**src/rtl/instr_cache_controller.sv**
```systemverilog
// Miss-handling sequencer for the 2-way instruction cache of the LEG core.
// On a fetch miss it stalls fetch, picks a victim way, streams the 4-word
// line from the bus into that way, re-presents the original address for
// one cycle and then lets fetch resume. Pure control, no data storage.
module instr_cache_controller #(
    parameter int bsize = 4,
    parameter int tbits = 14
) (
    input  logic        clk,
    input  logic        reset,
    input  logic        Req,
    input  logic [31:0] A,
    input  logic        W1Hit,
    input  logic        W2Hit,
    input  logic        W1V,
    input  logic        W2V,
    input  logic        CurrLRU,
    input  logic        HReady,
    output logic [31:0] ANew,
    output logic [1:0]  WordOffset,
    output logic        W1WE,
    output logic        W2WE,
    output logic        ResetCounter,
    output logic        HRequest,
    output logic [31:0] HAddr,
    output logic        Stall,
    output logic        SelW2
);

    typedef enum logic [1:0] {IDLE, FETCH, DONE} stateT;

    localparam int LastBeat = bsize - 1;

    stateT state, nextState;

    logic [1:0]         cnt;
    logic               victim;
    logic [tbits-1:0]   tagReg;
    logic [27-tbits:0]  indexReg;
    logic [1:0]         missOffset;
    logic [1:0]         lastBeat;
    logic               anyHit;
    logic               miss;
    logic               pickW2;
    logic               unusedAddrBits;

    assign lastBeat       = LastBeat[1:0];
    assign anyHit         = W1Hit | W2Hit;
    assign miss           = Req & ~anyHit;
    assign unusedAddrBits = ^A[1:0];

    // Fill an invalid way first (way 1 before way 2); otherwise evict the way not written last.
    assign pickW2 = ~W1V ? 1'b0 : (~W2V ? 1'b1 : ~CurrLRU);

    // The bus beat address is always the latched line base plus the running beat count.
    assign HAddr = {tagReg, indexReg, cnt, 2'b00};

    // State register; reset drops straight back to IDLE, which also kills HRequest and the write enables.
    always_ff @(posedge clk or posedge reset) begin
        if (reset) begin
            state <= IDLE;
        end else begin
            state <= nextState;
        end
    end

    // Latch line base, word offset and victim at miss time; count accepted beats during the fill.
    always_ff @(posedge clk or posedge reset) begin
        if (reset) begin
            cnt        <= 2'd0;
            victim     <= 1'b0;
            tagReg     <= '0;
            indexReg   <= '0;
            missOffset <= 2'd0;
        end else begin
            case (state)
                IDLE: begin
                    if (miss) begin
                        cnt        <= 2'd0;
                        victim     <= pickW2;
                        tagReg     <= A[31:32-tbits];
                        indexReg   <= A[31-tbits:4];
                        missOffset <= A[3:2];
                    end
                end
                FETCH: begin
                    if (HReady) begin
                        cnt <= cnt + 2'd1;
                    end
                end
                default: begin
                end
            endcase
        end
    end

    // Next-state and output decode: IDLE looks up, FETCH streams beats, DONE re-presents the miss address.
    always_comb begin
        nextState    = state;
        ANew         = A;
        WordOffset   = A[3:2];
        W1WE         = 1'b0;
        W2WE         = 1'b0;
        ResetCounter = 1'b0;
        HRequest     = 1'b0;
        Stall        = 1'b0;
        SelW2        = W2Hit & ~W1Hit;

        case (state)
            IDLE: begin
                Stall        = miss;
                ResetCounter = miss & ~reset;
                if (miss) begin
                    nextState = FETCH;
                end
            end
            FETCH: begin
                Stall      = 1'b1;
                HRequest   = 1'b1;
                ANew       = HAddr;
                WordOffset = cnt;
                W1WE       = HReady & ~victim;
                W2WE       = HReady & victim;
                if (HReady && (cnt == lastBeat)) begin
                    nextState = DONE;
                end
            end
            DONE: begin
                Stall      = 1'b1;
                ANew       = {tagReg, indexReg, missOffset, 2'b00};
                WordOffset = missOffset;
                SelW2      = victim;
                nextState  = IDLE;
            end
            default: begin
                nextState = IDLE;
            end
        endcase
    end

endmodule
```
**config.mk**
```make
export PLATFORM = sky130hd
export DESIGN_NAME = instr_cache_controller
export DESIGN_NICKNAME = d
export VERILOG_FILES = /design/src/rtl/instr_cache_controller.sv
export SDC_FILE = /design/constraint.sdc
export NUM_CORES = 1
export LEC_CHECK = 0
export BUFFER_PORTS_ARGS = -buffer_cell sky130_fd_sc_hd__buf_2
export CORE_AREA = 2 2 67 117
export CTS_CLUSTER_DIAMETER = 50
export DETAILED_ROUTE_END_ITERATION = 6
export DIE_AREA = 0 0 69 119
export PLACE_DENSITY_LB_ADDON = 0.08
export RECOVER_POWER = 100
export SETUP_SLACK_MARGIN = 0.5
export SLEW_MARGIN = 20
export SYNTH_ARGS = -nofsm -noshare
export SYNTH_HDL_FRONTEND = slang
export SYNTH_SLANG_ARGS = --single-unit
export TNS_END_PERCENT = 5
```
**constraint.sdc**
```tcl
create_clock -name clk -period 5.2 [get_ports clk]
set_clock_uncertainty 0.1 [all_clocks]
set_input_delay 0.26 -clock clk [delete_from_list [all_inputs] [get_ports clk]]
set_output_delay 0.26 -clock clk [all_outputs]
set_load 0.01 [all_outputs]
```
==> results of run 1 <==
[cell families (layout without fill, tap and decap cells)]
logic type	count (synthesis)	in the layout	share of synthesized area
fa+ha+maj	7	7	0.0411
simple gates	51	51	0.112
buf+inv	50	155	0.113
other cells	1	2	0.00176
mux	32	32	0.215
flops	35	35	0.411
compound gates	40	40	0.107
[metal layers]
layer / global-route usage / wire length, µm / part of all wire
met2: 0.237 / 2890 / 0.53
met5: 0 / 0 / 0
met3: 0.0279 / 284 / 0.052
met1: 0.162 / 2160 / 0.40
met4: 0.0478 / 80 / 0.015
[report_power, final]
group	switching (mW)	internal, mW
combinational	0.599	0.359
sequential	0.108	0.409
clock	0.106	0.203
[registers in the layout, indices dropped and copies added (netlist names)]
signal / flops
cnt: 2
state: 2
missOffset: 2
victim: 1
tagReg: 14
indexReg: 14
[per-stage QoR]
| stage | total power [mW] | cell area (µm²) | hold slack, ns | util | worst slack (ns) |
|---|---|---|---|---|---|
| finish | 1.78 | 2690 | 0.117 | 0.365 | 2.11 |
| detailed placement | 1.67 | 2710 | 0.305 | 0.368 | 2.60 |
| CTS | 2.00 | 2870 | 0.00689 | 0.389 | 2.29 |
| global route | 1.95 | 2690 | 0.118 | 0.365 | 1.76 |
| floorplan | 1.25 | 2140 | 0.295 | - | 3.26 |
| global placement | 1.67 | 2710 | 0.305 | 0.368 | 2.63 |
[cells in the mapped netlist]
cell type	instances
a22o_1	1
nor2_1	4
clkbuf_1	4
buf_4	5
dfrtp_1	35
buf_6	1
mux2_1	6
conb_1	1
a22oi_2	1
nand2_1	32
nor2b_1	3
o21a_1	1
inv_1	34
nor3_1	1
buf_2	4
o21ai_0	5
nor3b_1	1
buf_8	2
nand3_1	2
mux2_4	26
and3_1	2
or3b_4	1
and4bb_1	1
and2_1	3
a21oi_1	3
o21ai_1	25
ha_1	7
nand2b_1	1
a22oi_1	2
a211o_1	1
a311o_1	1
[worst max-delay path: stages (launching register included)]
cell	delay, ns
dfrtp_1	0.41
inv_1	0.11
ha_1	0.30
clkbuf_1	1.09
nor2_1	0.12
a21oi_1	0.24
clkbuf_1	0.18
[area by class of cell]
type	count	area, µm²
Timing Repair Buffer	113	495
Sequential cell	35	876
Inverter	34	128
Fill cell	829	4670
Multi-Input combinational cell	132	916
Clock buffer	7	153
Tap cell	88	110
Clock inverter	1	7.51
[path summary, 6_finish.rpt]
kind | startpoint | endpoint | cells after the start
max | state[0]$_DFFE_PP0P_ | WordOffset[0] | 6
min | W1V | victim$_DFFE_PP0P_ | 3
max reg2reg | state[0]$_DFFE_PP0P_ | cnt[0]$_DFFE_PP0P_ | 6
min reg2reg | missOffset[0]$_DFFE_PP0P_ | missOffset[0]$_DFFE_PP0P_ | 1
max in group asynchronous | reset | cnt[0]$_DFFE_PP0P_ | 3
min in group asynchronous | reset | state[1]$_DFFE_PP0P_ | 3
[placed cells by master (no fill, tap or decap), types with 2 or more instances in the layout]
| cell | count |
|---|---|
| clkbuf_8 | 2 |
| a22oi_1 | 3 |
| clkbuf_16 | 5 |
| conb_1 | 2 |
| nor2b_1 | 3 |
| clkbuf_1 | 58 |
| a21oi_1 | 3 |
| nand2_1 | 32 |
| o21ai_1 | 13 |
| inv_1 | 34 |
| buf_2 | 54 |
| and2_1 | 2 |
| nor2_1 | 4 |
| and3_1 | 2 |
| nand3_1 | 2 |
| ha_1 | 7 |
| dfrtp_1 | 35 |
| mux2_1 | 32 |
| o21ai_0 | 17 |
==> results.md, run 1 <==
* Avg Inst Size Synth at 9.87 µm²
* Overflow after GRT at 0
* RSZ-0062 raised after global routing: false
* Final ANT Viol Nets at 0
* Final setup fails at 0
* Cell variety after synth at 31
* Largest cells by area after synthesis: dfrtp_1 41%, mux2_4 18%, inv_1 6.0%
* Failing checks: max-capacitance violations, max-slew violations
* Setup crit start kind: flip-flop
* Fmax at 0.324 GHz
* Period utilization at 0.594
* Core Box Area at 7360 µm²
* VDD IR max at 0.330 mV
* Clock Path Buffers at 2
* Hold Buf Count CTS at 0
* # Post-CTS Setup Buffers at 0
* Area share of the largest cell type after synthesis at 0.411
* Max-slew violations at 37
* GRT Overall Usage at 0.135
* Initial antenna violation count at 0
* Via Count at 1802
* WL/cell at 13.2 µm
* Area growth syn-to-layout at 25.9%
* DRT Pass-1 Iters at 4
* Data required time of the worst path at 4.84 ns
* Row count at 42
* DRT iter0 DRCs at 38
* Least-Margin Pin Slew at 1.96 ns
* Slew headroom at -0.306
* Share of cells above drive strength 1 at 0.202
* Mapped Cells at 216
* Worst setup EP type: output pin
* Die Y at 119 µm
* Hold Violations, Final at 0
* Worst EP arrival at 2.73 ns
* Clock-pin slew on the worst setup and hold paths at 0.06 ns
* Power per cell area at 665 nW/µm²
* Outcome: finished, violations left
* First-pass GRT wire length at 8940 µm
* Final setup TNS at 0 ns
* Placer Congestion at 0.669
* DR vias/cell at 4.40
* Hold crit path type: in -> reg
* Setup slack, reg-to-reg at 3.04 ns
* CTS tree: yes
* DRC at 0
* Post-synth top area cell: dfrtp_1
* Maxcap violations at 2
* Root Driver: clkbuf_16
* Initial core utilization at 0.290
* Die ar. at 8210 µm²
* Post-detail-place hpwl at 3960 µm
* Fin crit period at 3.09 ns
* DIE WIDTH at 69 µm
* CP max FO at 35
* CTS H-tree depth at 2
* Total wire length at 5410 µm
* Vias in the first global route at 1727
* Ports at 113
* Netlist Area Pre-Place at 2130 µm²
* Clock Latency Late Sink at 0.27 ns
* # placed instances at 402
* Sequential cell area fraction in the yosys report at 0.411
* YS warnings at 0
* Pleak at 1.33 nW
* ANT cells at 0
* Flops & latches, synth at 35
* Crit path kind: reg -> out
* Clock sinks at 35
* TritonCTS Buffers at 5
* CTS resizes at 0
* Largest net degree at the start of global routing at 37
* Port Buffer Count at 110
* Fin nets at 369
* Post-Layout Cell Count at 410
Note: power is estimated with default switching activity, not from simulation.
==> run 2, diff against run 1 <==
==> constraint.sdc (replaced) <==
create_clock -name clk -period 2.7 [get_ports clk]
set_clock_uncertainty 0.1 [all_clocks]
set_input_delay 0.135 -clock clk [delete_from_list [all_inputs] [get_ports clk]]
set_output_delay 0.135 -clock clk [all_outputs]
set_load 0.01 [all_outputs]
==> run 2 against run 1 <==
  * The run ends with negative hold slack left
  * Non-clock buffer count grew 13
  * Sequential power grew 95%
  * Final cell count grew 3.2%
  * Die area is the same
  * Critical path type unchanged
  * Critical endpoint is now ANew[2]
  * Largest cell class unchanged
  * Largest power group unchanged
==> results.md, run 2 (synthesized netlist as in run 1, its figures left out) <==
* Clock Latency Late Sink at 0.27 ns (about the same)
* Overflow after GRT at 0 (unchanged)
* Total wire length at 5900 µm (+9.0%)
* Die Y at 119 µm (unchanged)
* Die ar. at 8210 µm² (unchanged)
* Area growth syn-to-layout at 33.8%
* Root Driver: clkbuf_16
* Clock-pin slew on the worst setup and hold paths at 0.06 ns (about the same)
* WL met3 at 264 µm (-7.0%)
* First-pass GRT wire length at 9780 µm (+9.5%)
* Slowest CP cell: dfrtp_1
* Most frequent cells in the layout: 67 x clkbuf_1, 46 x buf_2, 35 x dfrtp_1
* Hold Slack at -0.00474 ns (-0.122 ns)
* Setup crit start kind: flip-flop
* GRT Overall Usage at 0.150 (+0.0148)
* CP peak stage delay at 0.41 ns (-0.68 ns)
* Row count at 42 (unchanged)
* DRT Pass-1 Iters at 2 (-2)
* Max-slew violations at 0 (-100%)
* Data required time of the worst path at 2.47 ns (-2.37 ns)
* Post-placement cell area at 2760 µm² (+1.9%)
* Fmax at 0.445 GHz
* ANT cells at 0 (unchanged)
* Placer Congestion at 0.688 (+2.8%)
* DIE WIDTH at 69 µm (unchanged)
* CTS H-tree depth at 2 (unchanged)
* DRT met1 WL at 2290 µm (+6.1%)
* Period utilization at 0.832
* Met2 WL at 3290 µm (+14%)
* Maxcap violations at 0 (-2)
* CTS tree: yes
* Initial antenna violation count at 0 (unchanged)
* Critical path buffer and inverter count at 3 (unchanged)
* DR vias/cell at 4.47 (+1.6%)
* Port Buffer Count at 110 (unchanged)
* Slew headroom at 0.393 (+0.699)
* Top Family by Delay on Critical Path: buffers and inverters
* Worst EP arrival at 2.01 ns (-0.72 ns)
* Top flop regs: indexReg x14, tagReg x14
* Final setup TNS at 0 ns (unchanged)
* TritonCTS Buffers at 5 (unchanged)
* Total design power at 3.74 mW (+110%)
* Hold Violations, Final at 5 (+5)
* Pleak at 1.39 nW (+4.6%)
* Outcome: finished, violations left
* VDD IR max at 0.480 mV (+45%)
* RSZ-0062 raised after global routing: false
* Core Box Area at 7360 µm² (unchanged)
* Largest net degree at the start of global routing at 20 (-46%)
* Power per cell area at 1310 nW/µm² (+97%)
* Least-Margin Pin Slew at 0.911 ns (-1.05 ns)
* Highest metal used: met4
* Final instance area at 2850 µm² (+6.2%)
* Clock Path Buffers at 2 (unchanged)
* Final setup fails at 0 (unchanged)
* DRC at 0 (unchanged)
* Initial core utilization at 0.290 (unchanged)
* Post-Place Worst Slack at 0.471 ns (-2.13 ns)
* WL/cell at 13.9 µm (+5.7%)
* Vias in the first global route at 1912 (+11%)
* Final setup margin at 0.454 ns (-1.66 ns)
* Worst setup EP type: output pin
* Share of cells above drive strength 1 at 0.209 (+0.00709)
* Via Count at 1889 (+4.8%)
* Fin nets at 382 (+3.5%)
* Most common cell after layout, fill and taps aside: clkbuf_1
* Hold crit path type: in -> reg
* Fin crit period at 2.25 ns
* Final ANT Viol Nets at 0 (unchanged)
* Crit path kind: reg -> out
* Clock sinks at 35 (unchanged)
* Critical-path cell list: inv_1, ha_1, clkbuf_2, nor2_1, a21oi_1, clkbuf_1
* CP max FO at 18 (-49%)
* DRT iter0 DRCs at 30 (-21%)
* Post-detail-place hpwl at 4520 µm (+14%)
* Ports at 113 (unchanged)
* Failing checks: negative hold slack
[run 2: path summary, 6_finish.rpt]
kind | from | end | slack [ns] | cells after the start
setup reg to reg | state[0]$_DFFE_PP0P_ | tagReg[4]$_DFFE_PP0P_ | 0.49 | 5
setup / recovery | state[0]$_DFFE_PP0P_ | ANew[2] | 0.45 | 6
min in group asynchronous | reset | tagReg[2]$_DFFE_PP0P_ | 0.36 | 4
hold reg to reg | missOffset[0]$_DFFE_PP0P_ | missOffset[0]$_DFFE_PP0P_ | 0.40 | 1
hold / removal | A[30] | tagReg[12]$_DFFE_PP0P_ | -0.005 | 2
max in group asynchronous | reset | tagReg[10]$_DFFE_PP0P_ | 1.35 | 4
[run 2: routing by layer]
metal | up-vias | GRT usage
met2 | 59 | 0.279
met1 | 898 | 0.171
met5 | - | 0
met4 | 0 | 0.0478
met3 | 4 | 0.0245
li1 | 928 | -
[run 2: where the power goes]
group / internal (mW) / total, mW / switching (mW)
clock: 0.528 / 0.745 / 0.217
combinational: 0.782 / 1.98 / 1.20
sequential: 0.788 / 1.01 / 0.225
total: 2.10 / 3.74 / 1.64
[run 2: final cells by class]
type,count,area [µm²]
clock inverter,3,67.6
tap,88,110
clock buffer,5,125
inverter,34,128
timing repair buffer,126,606
multi-input combinational,132,941
fill,802,4500
sequential,35,876
[run 2: stage by stage]
stage / util / hold WS (ns) / cells
5_1_grt: 0.388 / -0.00505 / 423
3_5_place_dp: 0.374 / 0.0908 / 407
2_1_floorplan: - / 0.170 / 217
6_report: 0.388 / -0.00474 / 423
3_3_place_gp: 0.374 / 0.0886 / 407
4_1_cts: 0.411 / 0.00147 / 423
[run 2: what timing repair did]
item	CTS	global route
setup buffers	2	0
hold buffers	6	0
endpoints found under the hold margin	40	0
resized for setup	1	9
pin swaps	1	0
endpoints found under the setup margin	35	32
